**config.mk**
```make
export PLATFORM = sky130hd
export DESIGN_NAME = fp_div_issue_flat
export DESIGN_NICKNAME = d
export VERILOG_FILES = /design/src/rtl/fp_div_issue_if.sv /design/src/rtl/fp_div_issue.sv /design/src/flat_wrapper.sv
export SDC_FILE = /design/constraint.sdc
export NUM_CORES = 1
export LEC_CHECK = 0
export BUFFER_PORTS_ARGS = -buffer_cell sky130_fd_sc_hd__buf_4
export CAP_MARGIN = 40
export CORE_MARGIN = 2
export CORE_UTILIZATION = 52
export CTS_BUF_LIST = sky130_fd_sc_hd__clkbuf_4
export CTS_CLUSTER_DIAMETER = 60
export DETAILED_ROUTE_END_ITERATION = 7
export GPL_TIMING_DRIVEN = 1
export PLACE_DENSITY = 0.83
export SYNTH_ARGS = -nofsm -noshare
export SYNTH_HDL_FRONTEND = slang
export SYNTH_SLANG_ARGS = --single-unit
```
**constraint.sdc**
```tcl
create_clock -name clk -period 2.45 [get_ports clk]
set_clock_uncertainty 0.1 [all_clocks]
set_input_delay 0.245 -clock clk [delete_from_list [all_inputs] [get_ports clk]]
set_output_delay 0.245 -clock clk [all_outputs]
set_load 0.02 [all_outputs]
```
**src/rtl/fp_div_issue_if.sv**
```systemverilog
// rtl/fp_div_issue_if.sv - operand, divider and result signals of the FP divide issue stage
interface fp_div_issue_if;
   logic        in_valid;
   logic        in_ready;
   logic [31:0] in_a;
   logic [31:0] in_b;
   logic [31:0] div_a;
   logic [31:0] div_b;
   logic [31:0] div_c;
   logic        out_valid;
   logic        out_ready;
   logic [31:0] out_c;
   logic [3:0]  out_flags;

   modport slave (
      input  in_valid, in_a, in_b, div_c, out_ready,
      output in_ready, div_a, div_b, out_valid, out_c, out_flags
   );

   modport master (
      output in_valid, in_a, in_b, div_c, out_ready,
      input  in_ready, div_a, div_b, out_valid, out_c, out_flags
   );
endinterface

```
**src/rtl/fp_div_issue.sv**
```systemverilog
// rtl/fp_div_issue.sv - single-precision divide issue stage: special-case filter, divider hold, result hold
module fp_div_issue #(
   parameter int unsigned DIV_LAT = 8
) (
   input  logic          clk,
   input  logic          rst,
   fp_div_issue_if.slave bus
);
   typedef enum logic [1:0] {IDLE, ISSUE, HOLD} state_t;

   localparam logic [3:0]  CNT_LAST = 4'(DIV_LAT - 1);
   localparam logic [31:0] QNAN     = 32'h7FC00000;

   state_t      state_q, state_d;
   logic [3:0]  cnt_q, cnt_d;
   logic [31:0] div_a_q, div_a_d;
   logic [31:0] div_b_q, div_b_d;
   logic [31:0] out_c_q, out_c_d;
   logic [3:0]  flags_q, flags_d;

   logic [7:0]  ea, eb;
   logic [22:0] ma, mb;
   logic        za, zb, ia, ib, na, nb, sgn;
   logic signed [9:0] exp_e;
   logic        special;
   logic [31:0] spec_c;
   logic [3:0]  spec_f;
   logic        accept, capture;

   assign ea  = bus.in_a[30:23];
   assign eb  = bus.in_b[30:23];
   assign ma  = bus.in_a[22:0];
   assign mb  = bus.in_b[22:0];
   assign sgn = bus.in_a[31] ^ bus.in_b[31];

   // Denormals have exponent 0 and are flushed to zero by the class test alone.
   assign za = (ea == 8'h00);
   assign zb = (eb == 8'h00);
   assign ia = (ea == 8'hFF) && (ma == 23'h0);
   assign ib = (eb == 8'hFF) && (mb == 23'h0);
   assign na = (ea == 8'hFF) && (ma != 23'h0);
   assign nb = (eb == 8'hFF) && (mb != 23'h0);

   always_comb begin
      exp_e   = $signed({2'b00, ea}) - $signed({2'b00, eb})
              + ((ma < mb) ? 10'sd126 : 10'sd127);
      special = 1'b1;
      spec_c  = {sgn, 31'h0};
      spec_f  = 4'b0000;
      if (na | nb) begin
         spec_c = QNAN;
         spec_f = 4'b1000;
      end else if ((za & zb) | (ia & ib)) begin
         spec_c = QNAN;
         spec_f = 4'b1000;
      end else if (ia) begin
         spec_c = {sgn, 8'hFF, 23'h0};
      end else if (zb) begin
         spec_c = {sgn, 8'hFF, 23'h0};
         spec_f = 4'b0100;
      end else if (za | ib) begin
         spec_c = {sgn, 31'h0};
      end else if (exp_e > 10'sd254) begin
         spec_c = {sgn, 8'hFF, 23'h0};
         spec_f = 4'b0010;
      end else if (exp_e < 10'sd1) begin
         spec_c = {sgn, 31'h0};
         spec_f = 4'b0001;
      end else begin
         special = 1'b0;
      end
   end

   assign accept  = bus.in_valid && (state_q == IDLE);
   assign capture = (state_q == ISSUE) && (cnt_q == CNT_LAST);

   always_ff @(posedge clk or negedge rst) begin
      if (!rst) state_q <= IDLE;
      else      state_q <= state_d;
   end

   always_comb begin
      state_d = state_q;
      case (state_q)
         IDLE:    if (accept)        state_d = special ? HOLD : ISSUE;
         ISSUE:   if (capture)       state_d = HOLD;
         HOLD:    if (bus.out_ready) state_d = IDLE;
         default:                    state_d = IDLE;
      endcase
   end

   always_comb begin
      bus.in_ready  = (state_q == IDLE);
      bus.out_valid = (state_q == HOLD);
   end

   // Divider operands only move on a normal accept; div_c is looked at on the capture edge only.
   always_comb begin
      cnt_d   = cnt_q;
      div_a_d = div_a_q;
      div_b_d = div_b_q;
      out_c_d = out_c_q;
      flags_d = flags_q;
      if (accept) begin
         cnt_d = 4'd0;
         if (special) begin
            out_c_d = spec_c;
            flags_d = spec_f;
         end else begin
            div_a_d = bus.in_a;
            div_b_d = bus.in_b;
         end
      end else if (state_q == ISSUE) begin
         cnt_d = cnt_q + 4'd1;
         if (capture) begin
            out_c_d = bus.div_c;
            flags_d = 4'b0000;
         end
      end
   end

   always_ff @(posedge clk or negedge rst) begin
      if (!rst) begin
         cnt_q   <= 4'd0;
         div_a_q <= 32'h0;
         div_b_q <= 32'h0;
         out_c_q <= 32'h0;
         flags_q <= 4'b0000;
      end else begin
         cnt_q   <= cnt_d;
         div_a_q <= div_a_d;
         div_b_q <= div_b_d;
         out_c_q <= out_c_d;
         flags_q <= flags_d;
      end
   end

   assign bus.div_a     = div_a_q;
   assign bus.div_b     = div_b_q;
   assign bus.out_c     = out_c_q;
   assign bus.out_flags = flags_q;
endmodule

```
**src/flat_wrapper.sv**
```systemverilog
// flat-port wrapper written by rule: the top's interface ports become plain ports
module fp_div_issue_flat 
#(
   parameter int unsigned DIV_LAT = 8
)
  (clk, rst, bus_in_valid, bus_in_a, bus_in_b, bus_div_c, bus_out_ready, bus_in_ready, bus_div_a, bus_div_b, bus_out_valid, bus_out_c, bus_out_flags);
  fp_div_issue_if bus_i ();
  input  logic clk;
  input  logic rst;
  input wire logic [$bits(bus_i.in_valid)-1:0] bus_in_valid;
  input wire logic [$bits(bus_i.in_a)-1:0] bus_in_a;
  input wire logic [$bits(bus_i.in_b)-1:0] bus_in_b;
  input wire logic [$bits(bus_i.div_c)-1:0] bus_div_c;
  input wire logic [$bits(bus_i.out_ready)-1:0] bus_out_ready;
  output wire logic [$bits(bus_i.in_ready)-1:0] bus_in_ready;
  output wire logic [$bits(bus_i.div_a)-1:0] bus_div_a;
  output wire logic [$bits(bus_i.div_b)-1:0] bus_div_b;
  output wire logic [$bits(bus_i.out_valid)-1:0] bus_out_valid;
  output wire logic [$bits(bus_i.out_c)-1:0] bus_out_c;
  output wire logic [$bits(bus_i.out_flags)-1:0] bus_out_flags;
  assign bus_i.in_valid = bus_in_valid;
  assign bus_i.in_a = bus_in_a;
  assign bus_i.in_b = bus_in_b;
  assign bus_i.div_c = bus_div_c;
  assign bus_i.out_ready = bus_out_ready;
  assign bus_in_ready = bus_i.in_ready;
  assign bus_div_a = bus_i.div_a;
  assign bus_div_b = bus_i.div_b;
  assign bus_out_valid = bus_i.out_valid;
  assign bus_out_c = bus_i.out_c;
  assign bus_out_flags = bus_i.out_flags;
  fp_div_issue #(.DIV_LAT(DIV_LAT)) u_core (.clk(clk), .rst(rst), .bus(bus_i));
endmodule
```
==> impl_metrics.tcl, run 1 <==
set metrics [dict create \
    synth_area_sq_um 5553 \
    cts_buffers 9 \
    cts_buffer_depth 2 \
    start_util_pct 53.79 \
    failing_step "global routing" \
    synth_top_family_by_area "compound AO/OA/AOI/OAI gates" \
    synthAdderAreaFrac_pct 8.022 \
    synth_compound_area_share_pct 19.06 \
    synth_cell_types 60 \
    grt_max_degree 50 \
    worst_endpoint "u_core.bus.out_c[31]$_DFFE_PN0P_/D" \
    synth-simple-area-share_pct 9.914 \
    ys_warn_count 0 \
    grt.total_usage_pct 63.98 \
    cts-htree-levels 3 \
    cts_root_buffer "clkbuf_4" \
    status "aborted with a tool error" \
    clock_sinks 106 \
    grt.overflow.total 4 \
    dominantRegCellSynth "dfrtp_1" \
    synth_largest_area_cell "dfrtp_1" \
    io_pins 202 \
    rows 37 \
    gp_congestion 0.8878 \
    synth_area_leaders "dfrtp_1 48%, ha_1 7.7%, mux2_1 7.3%, o21ai_0 4.8%, a22o_1 3.8%" \
    synth_edf_count 0 \
    syn_area_per_cell_sq_um 10.66 \
    synthArstFlopShare_pct 100.0 \
    hpwlAfterDp_mm 13.51 \
    die_w_microns 107.3 \
    port_buffers 201 \
    synthDominantCellAreaShare_pct 47.77 \
    worst_path_end_type "register input" \
    synth-seq-cells 106 \
    synth-xor-area-share_pct 1.082 \
    syn-instance-count 521 \
    tool.error "[ERROR GRT-0232] Routing congestion too high. Check the congestion heatmap in the GUI." \
    synth_mux_area_share_pct 9.126 \
    synth_fp_nets 656 \
    postPlaceCellArea_sq_um 8239 \
    yosysSeqAreaShare_pct 47.77 \
    die_h_microns 107.3 \
]
==> synthesized netlist by cell type (11+ instances only) <==
cell type	count
dfrtp_1	106
o21ai_0	53
inv_1	44
mux2_1	36
ha_1	34
a22o_1	24
o21ai_1	22
nand2_1	20
a21oi_1	19
nor2_1	17
clkbuf_1	13
nor4_1	13
a21o_1	11
o21a_1	11
==> per-layer routing <==
layer	overflow	GRT usage (%)
met5	0	6.667
met3	0	38.86
met2	2	88.61
met4	2	64.01
met1	0	63.60
==> timing repair <==
action / CTS
gates resized for setup: 100
gates cloned: 8
hold buffers: 47
endpoints found under the hold margin: 93
setup buffers: 17
endpoints found under the setup margin: 102
pin swaps: 14
==> per-stage QoR <==
| stage | setup slack (ns) | instances | setup TNS (ns) | hold slack, ns | util (%) |
|---|---|---|---|---|---|
| 3_3_place_gp | -1.633 | 953 | -157.55 | 0.2035 | 79.81 |
| 2_1_floorplan | -1.399 | 521 | -126.07 | -0.1506 | - |
| 4_1_cts | -1.219 | 1041 | -116.94 | 0.00006750 | 92.17 |
| 3_5_place_dp | -1.917 | 953 | -185.88 | 0.2148 | 79.81 |
==> cells by family after synthesis <==
kind of cell,count (synthesis)
adders and majority gates,35
xor gates and xnor gates,6
and+or+nand+nor,99
DFF,106
muxes,46
buffers and inverters,66
AOI/OAI and AO/OA,163
==> run 2, diff against run 1 <==
Settings changed: CORE_UTILIZATION 52 to 39, CTS_BUF_LIST sky130_fd_sc_hd__clkbuf_4 to not set, CTS_CLUSTER_DIAMETER 60 to not set, PLACE_DENSITY 0.83 to not set, PLACE_DENSITY_LB_ADDON set to 0.15.
==> impl_metrics.tcl, run 2 <==
set metrics [dict create \
    status "finished with violations" \
    violations "negative setup slack" \
    cts-htree-levels 3 \
    grt_max_degree 48 \
    yosys.cell_count.top_type "dfrtp_1" \
    die_w_microns 123.3 \
    antenna_found_initial 0 \
    min_period_over_period_pct 159.1 \
    power_frac_seq_pct 30.8 \
    syn_to_final_growth_pct 67.51 \
    postPlaceCellArea_sq_um 8392 \
    drcViolationCount 0 \
    max_slew.worst_pin.slew_ns 0.6405 \
    synthDominantCellAreaShare_pct 47.77 \
    required_ns 2.58 \
    setup_viol 102 \
    cts_tree "done" \
    synth_area_leaders "dfrtp_1 48%, ha_1 7.7%, mux2_1 7.3%, o21ai_0 4.8%, a22o_1 3.8%" \
    maxCapViolCount 0 \
    synthArstFlopShare_pct 100.0 \
    cts_buffers 9 \
    startpoint_type "primary input" \
    fin_crit_ns 3.898 \
    finalWirelength_mm 18.65 \
    rows 43 \
    cts_buffer_depth 2 \
    drive_above_1_share_pct 53.60 \
    grt_pass1_wl_mm 27.67 \
    dr.pass1.iters 4 \
    wl_per_cell_microns 17.93 \
    synth_largest_area_cell "dfrtp_1" \
    clk_pin_slew_ns 0.08 \
    grtUsageMet1_pct 29.44 \
    dominantRegCellSynth "dfrtp_1" \
    synthTopCellsByCount "106 x dfrtp_1, 53 x o21ai_0, 44 x inv_1" \
    nets 991 \
    grt_setup_unrepaired "true" \
    p_per_area_nw_per_um2 989.3 \
    crit_type "in -> reg" \
    num_vias 5417 \
    synth_cell_types 60 \
    final_area_sq_um 9301 \
    holdWs_ns 0.009407 \
    worstPathArrival_ns 4.03 \
    vdd_drop_max_mv 0.6155 \
    syn-instance-count 521 \
    vias_per_cell 5.209 \
    cts_root_buffer "clkbuf_16" \
    grt.busiest_layer "met2" \
    clkPwrFrac_pct 16.2 \
    io_pins 202 \
    p_comb_share_pct 53.0 \
    coreArea_sq_um 13880 \
    switching_share_pct 38.22 \
    met3_usage_pct 5.074 \
    hold_violations 0 \
    p_leak_nw 4.804 \
    first_global_vias 5556 \
    ant_nets 0 \
    synth_area_sq_um 5553 \
    intPower_mw 5.685 \
    drv_slew 0 \
    max_freq_mhz 256.6 \
    grt.overflow.total 0 \
    grt.met2_usage_pct 40.08 \
    drt-initial-drc-count 229 \
    die_h_microns 123.3 \
    clk_latency_ns 0.35 \
    start_util_pct 40.00 \
    synth_edf_count 0 \
    synth_fp_nets 656 \
    grt.total_usage_pct 23.53 \
    syn_area_per_cell_sq_um 10.66 \
    ys_warn_count 0 \
    setup_ws_ns -1.448 \
    hold_path.class "in -> reg" \
    clock_sinks 106 \
    synth-seq-cells 106 \
    slew_headroom_pct 57.30 \
    final_common_cell "buf_4" \
    port_buffers 201 \
    final_cell_mix "316 x buf_4, 106 x dfrtp_1, 39 x inv_1" \
    gp_congestion 0.9075 \
    switchingPower_mw 3.517 \
    end_kind "flip-flop" \
    diodes 0 \
    hpwlAfterDp_mm 13.35 \
    yosysSeqAreaShare_pct 47.77 \
    crit_fanout 16 \
    die_area_sq_um 15210 \
]
## run 2: worst paths after layout
path / start / to / slack (ns) / depth (start not counted)
min in group asynchronous: rst / u_core.bus.div_b[31] / 0.32 / 2
max in group asynchronous: rst / u_core.bus.div_b[18] / 1.26 / 3
hold reg to reg: u_core.bus.div_a[4] / u_core.bus.div_a[4] / 0.40 / 1
setup / recovery: bus_in_b[16] / u_core.bus.div_a[29] / -1.45 / 23
hold / removal: bus_div_c[5] / u_core.bus.out_c[5] / 0.009 / 2
setup reg to reg: u_core.state_q[1] / u_core.bus.div_a[29] / 0.35 / 8
## run 2: critical path, cell delays in order
cell	delay, ns
buf_8	0.10
inv_6	0.05
ha_4	0.19
a21o_1	0.16
a21o_1	0.16
a21o_1	0.16
a21o_1	0.17
a21oi_2	0.14
nor2_2	0.07
a2111oi_4	0.24
o41ai_4	0.15
ha_2	0.20
inv_2	0.06
ha_4	0.20
and3b_1	0.16
mux2i_2	0.23
o21ai_2	0.09
a2bb2oi_2	0.14
o32a_1	0.20
nand2_2	0.07
or2_4	0.34
buf_12	0.18
mux2_4	0.30
## run 2: timing repair
item / in CTS / in global routing
hold buffers: 1 / 0
hold endpoints to repair: 40 / 0
pin swaps: 11 / 11
setup endpoints to repair: 102 / 102
setup buffers: 6 / 5
resized for setup: 55 / 54
cloned: 4 / 5
## run 2: through the flow
| step | util (%) | setup slack, ns | setup TNS (ns) | total power, mW | instances |
|---|---|---|---|---|---|
| final | 67.01 | -1.448 | -137.98 | 9.202 | 1040 |
| after global routing | 67.01 | -1.584 | -153.14 | 9.679 | 1040 |
| after CTS | 65.06 | -1.341 | -128.56 | 8.889 | 1031 |
| after detailed placement | 60.46 | -1.784 | -169.54 | 7.052 | 1005 |
| after global placement | 60.46 | -1.644 | -155.48 | 6.957 | 1005 |
| after floorplan | - | -1.399 | -126.07 | 5.060 | 521 |
## run 2: logic make-up after synthesis
logic type                 share of synthesized area [%]
AOI/OAI and AO/OA                                  19.06
DFF                                                47.77
and+or+nand+nor                                    9.914
buffers and inverters                              5.025
muxes                                              9.126
adders and majority gates                          8.022
xor gates and xnor gates                           1.082
## run 2: routing by layer
layer  up-vias  routed length (microns)
met5         -                        0
met4         0                      329
met3        26                     1232
met2       178                     9214
met1      2641                     7872
li1       2572                        -
## run 2: final cells by class
| class | instances | area, sq um |
|---|---|---|
| Clock buffer | 9 | 225.2 |
| Clock inverter | 6 | 72.57 |
| Fill cell | 1085 | 4579 |
| Inverter | 44 | 170.2 |
| Multi-Input combinational cell | 349 | 3045 |
| Sequential cell | 106 | 2653 |
| Tap cell | 180 | 225.2 |
| Timing Repair Buffer | 346 | 2910 |
## run 2: power by group through the flow
stage	clock network (mW)	logic [mW]	registers [mW]
global route	1.57	5.21	2.90
finish	1.49	4.88	2.83
CTS	1.51	4.56	2.82
detailed placement	0	4.23	2.83
global placement	0	4.14	2.82
floorplan	0	1.56	3.50
Power figures use the tool's default switching activity.
==> run 3, diff against run 2 <==
Settings changed: REMOVE_ABC_BUFFERS set to 1.
==> impl_metrics.tcl, run 3 (synthesis results as in run 2) <==
set metrics [dict create \
    dpl.cell_count 997 \
    intPower_mw 5.788 \
    nets 980 \
    setup_viol 102 \
    die_h_microns 123.3 \
    gp_congestion 0.8333 \
    clkPwrFrac_pct 18.8 \
    vias_per_cell 5.149 \
    finalPower_mw 9.208 \
    hold_violations 0 \
    power_frac_seq_pct 30.5 \
    antenna_found_initial 0 \
    fin_crit_ns 3.885 \
    p_comb_share_pct 50.7 \
    cts_buffer_depth 2 \
    hold_start "bus_div_c[13]" \
    finalWirelength_mm 18.06 \
    drt-initial-drc-count 233 \
    dr.pass1.iters 4 \
    grt_max_degree 77 \
    stdcell_count 1030 \
    cts-htree-levels 3 \
    end_kind "flip-flop" \
    start_util_pct 40.00 \
    clock_sinks 106 \
    min_period_over_period_pct 158.6 \
    vdd_drop_max_mv 0.6616 \
    cts_buffers 9 \
    clk_pin_slew_ns 0.07 \
    status "finished with violations" \
    max_freq_mhz 257.4 \
    wl_per_cell_microns 17.53 \
    final_area_sq_um 9148 \
    slew_headroom_pct 55.00 \
    switchingPower_mw 3.420 \
    worstPathArrival_ns 4.02 \
    reg2reg_slack_ns 0.35 \
    setup_ws_ns -1.435 \
    max_slew.worst_pin.slew_ns 0.6751 \
    grt_pass1_wl_mm 26.74 \
    drv_slew 0 \
    die_area_sq_um 15210 \
    required_ns 2.59 \
    maxCapViolCount 0 \
    final_common_cell "buf_4" \
    cts_tree "done" \
    hpwlAfterDp_mm 13.14 \
    grt.overflow.total 0 \
    startpoint_type "primary input" \
    n_fill_cell 1109 \
    p_leak_nw 4.750 \
    cts_root_buffer "clkbuf_16" \
    rr_startpoint "u_core.state_q[1]" \
    syn_to_final_growth_pct 64.74 \
    num_vias 5303 \
    switching_share_pct 37.14 \
    crit_type "in -> reg" \
    io_pins 202 \
    crit_fanout 10 \
    coreArea_sq_um 13880 \
    clk_latency_ns 0.35 \
    violations "negative setup slack" \
    hold-path-endpoint "u_core.bus.out_c[13]" \
    hold_path.class "in -> reg" \
    drcViolationCount 0 \
    r2r_cells 8 \
    diodes 0 \
    p_per_area_nw_per_um2 1007 \
    postPlaceCellArea_sq_um 8132 \
    final_cell_mix "316 x buf_4, 106 x dfrtp_1, 39 x inv_1" \
    die_w_microns 123.3 \
    r2r-end "u_core.bus.div_a[10]" \
    first_global_vias 5286 \
    drive_above_1_share_pct 51.29 \
    grt_setup_unrepaired "true" \
    rows 43 \
    port_buffers 201 \
    grt.total_usage_pct 22.72 \
    hold_depth 2 \
    ant_nets 0 \
]
==> run 3: cell count changes in the layout (fill, tap and decap cells not counted), moves of 2 or more <==
| cell | delta |
|---|---|
| buf_16 | -3 |
| o21ai_0 | +6 |
| bufbuf_16 | +2 |
| o21ai_2 | -16 |
| o21ai_1 | +10 |
| bufinv_16 | +2 |
| mux2i_2 | -2 |
| mux2i_1 | +2 |
| buf_6 | -3 |
| buf_12 | -2 |
| buf_8 | -4 |
| ha_4 | +2 |
==> run 3: metrics by stage <==
| step | worst slack, ns | util (%) | TNS, ns | hold WS [ns] |
|---|---|---|---|---|
| final | -1.435 | 65.90 | -136.77 | 0.01383 |
| after global routing | -1.582 | 65.90 | -153.69 | 0.005258 |
| after CTS | -1.290 | 63.85 | -125.30 | 0.002109 |
| after detailed placement | -2.306 | 58.58 | -223.09 | 0.09481 |
| after global placement | -2.059 | 58.58 | -200.08 | 0.09582 |
| after floorplan | -3.344 | - | -299.25 | -0.1506 |
==> run 3: layout make-up <==
class	count	area (sq um)	area share, %
timing repair buffer	335	2734	29.89
clock buffer	10	239.0	2.613
tap	180	225.2	2.462
inverter	44	170.2	1.860
multi-input combinational	349	3008	32.88
clock inverter	6	118.9	1.299
sequential	106	2653	29.00
==> run 3: worst max-delay path by stage <==
stage / start / end / slack (ns) / depth (start not counted)
global placement: bus_in_b[16] / u_core.bus.div_a[2] / -2.06 / 21
finish: bus_in_b[16] / u_core.bus.div_a[10] / -1.44 / 23
floorplan: bus_in_b[16] / u_core.bus.div_a[0] / -3.34 / 20
global route: bus_in_b[15] / u_core.bus.div_a[26] / -1.58 / 23
CTS: bus_in_b[16] / u_core.bus.div_a[0] / -1.29 / 23
detailed placement: bus_in_b[16] / u_core.bus.div_a[30] / -2.31 / 21
==> run 3: power groups by stage <==
stage               Sequential (mW)  Combinational, mW  Clock, mW
global route                   2.88               4.98       1.83
detailed placement             2.80               3.97          0
floorplan                      3.49               1.21          0
global placement               2.78               3.87          0
CTS                            2.79               4.35       1.76
finish                         2.81               4.67       1.73
==> run 3: timing repair <==
item                       CTS  global route
gates resized for setup     76            43
pin swaps                   19             9
gates cloned                 2             3
setup endpoints to repair  102           102
hold buffers                 1             0
hold endpoints to repair    30             0
buffers inserted             6             6
==> run 3: worst max-delay path, stage by stage <==
cell and delay, ns:
buf_8 0.10, inv_6 0.05, ha_4 0.19, a21o_1 0.15, a21o_1 0.16, a21o_1 0.15
a21o_1 0.16, a21oi_2 0.16, nor2_2 0.06, a2111oi_4 0.26, o41ai_4 0.16, ha_2 0.20
inv_2 0.07, ha_4 0.20, nor3b_2 0.15, mux2i_1 0.19, o21ai_1 0.08, a2bb2oi_1 0.16
o32a_1 0.21, nand2_2 0.07, or2_4 0.34, clkbuf_16 0.20, mux2_1 0.30
==> run 3: routing by layer <==
layer,global-route usage [%],routed length [microns]
met4,8.523,369
met1,29.10,7588
met5,0,0
met3,4.889,1226
met2,37.67,8871
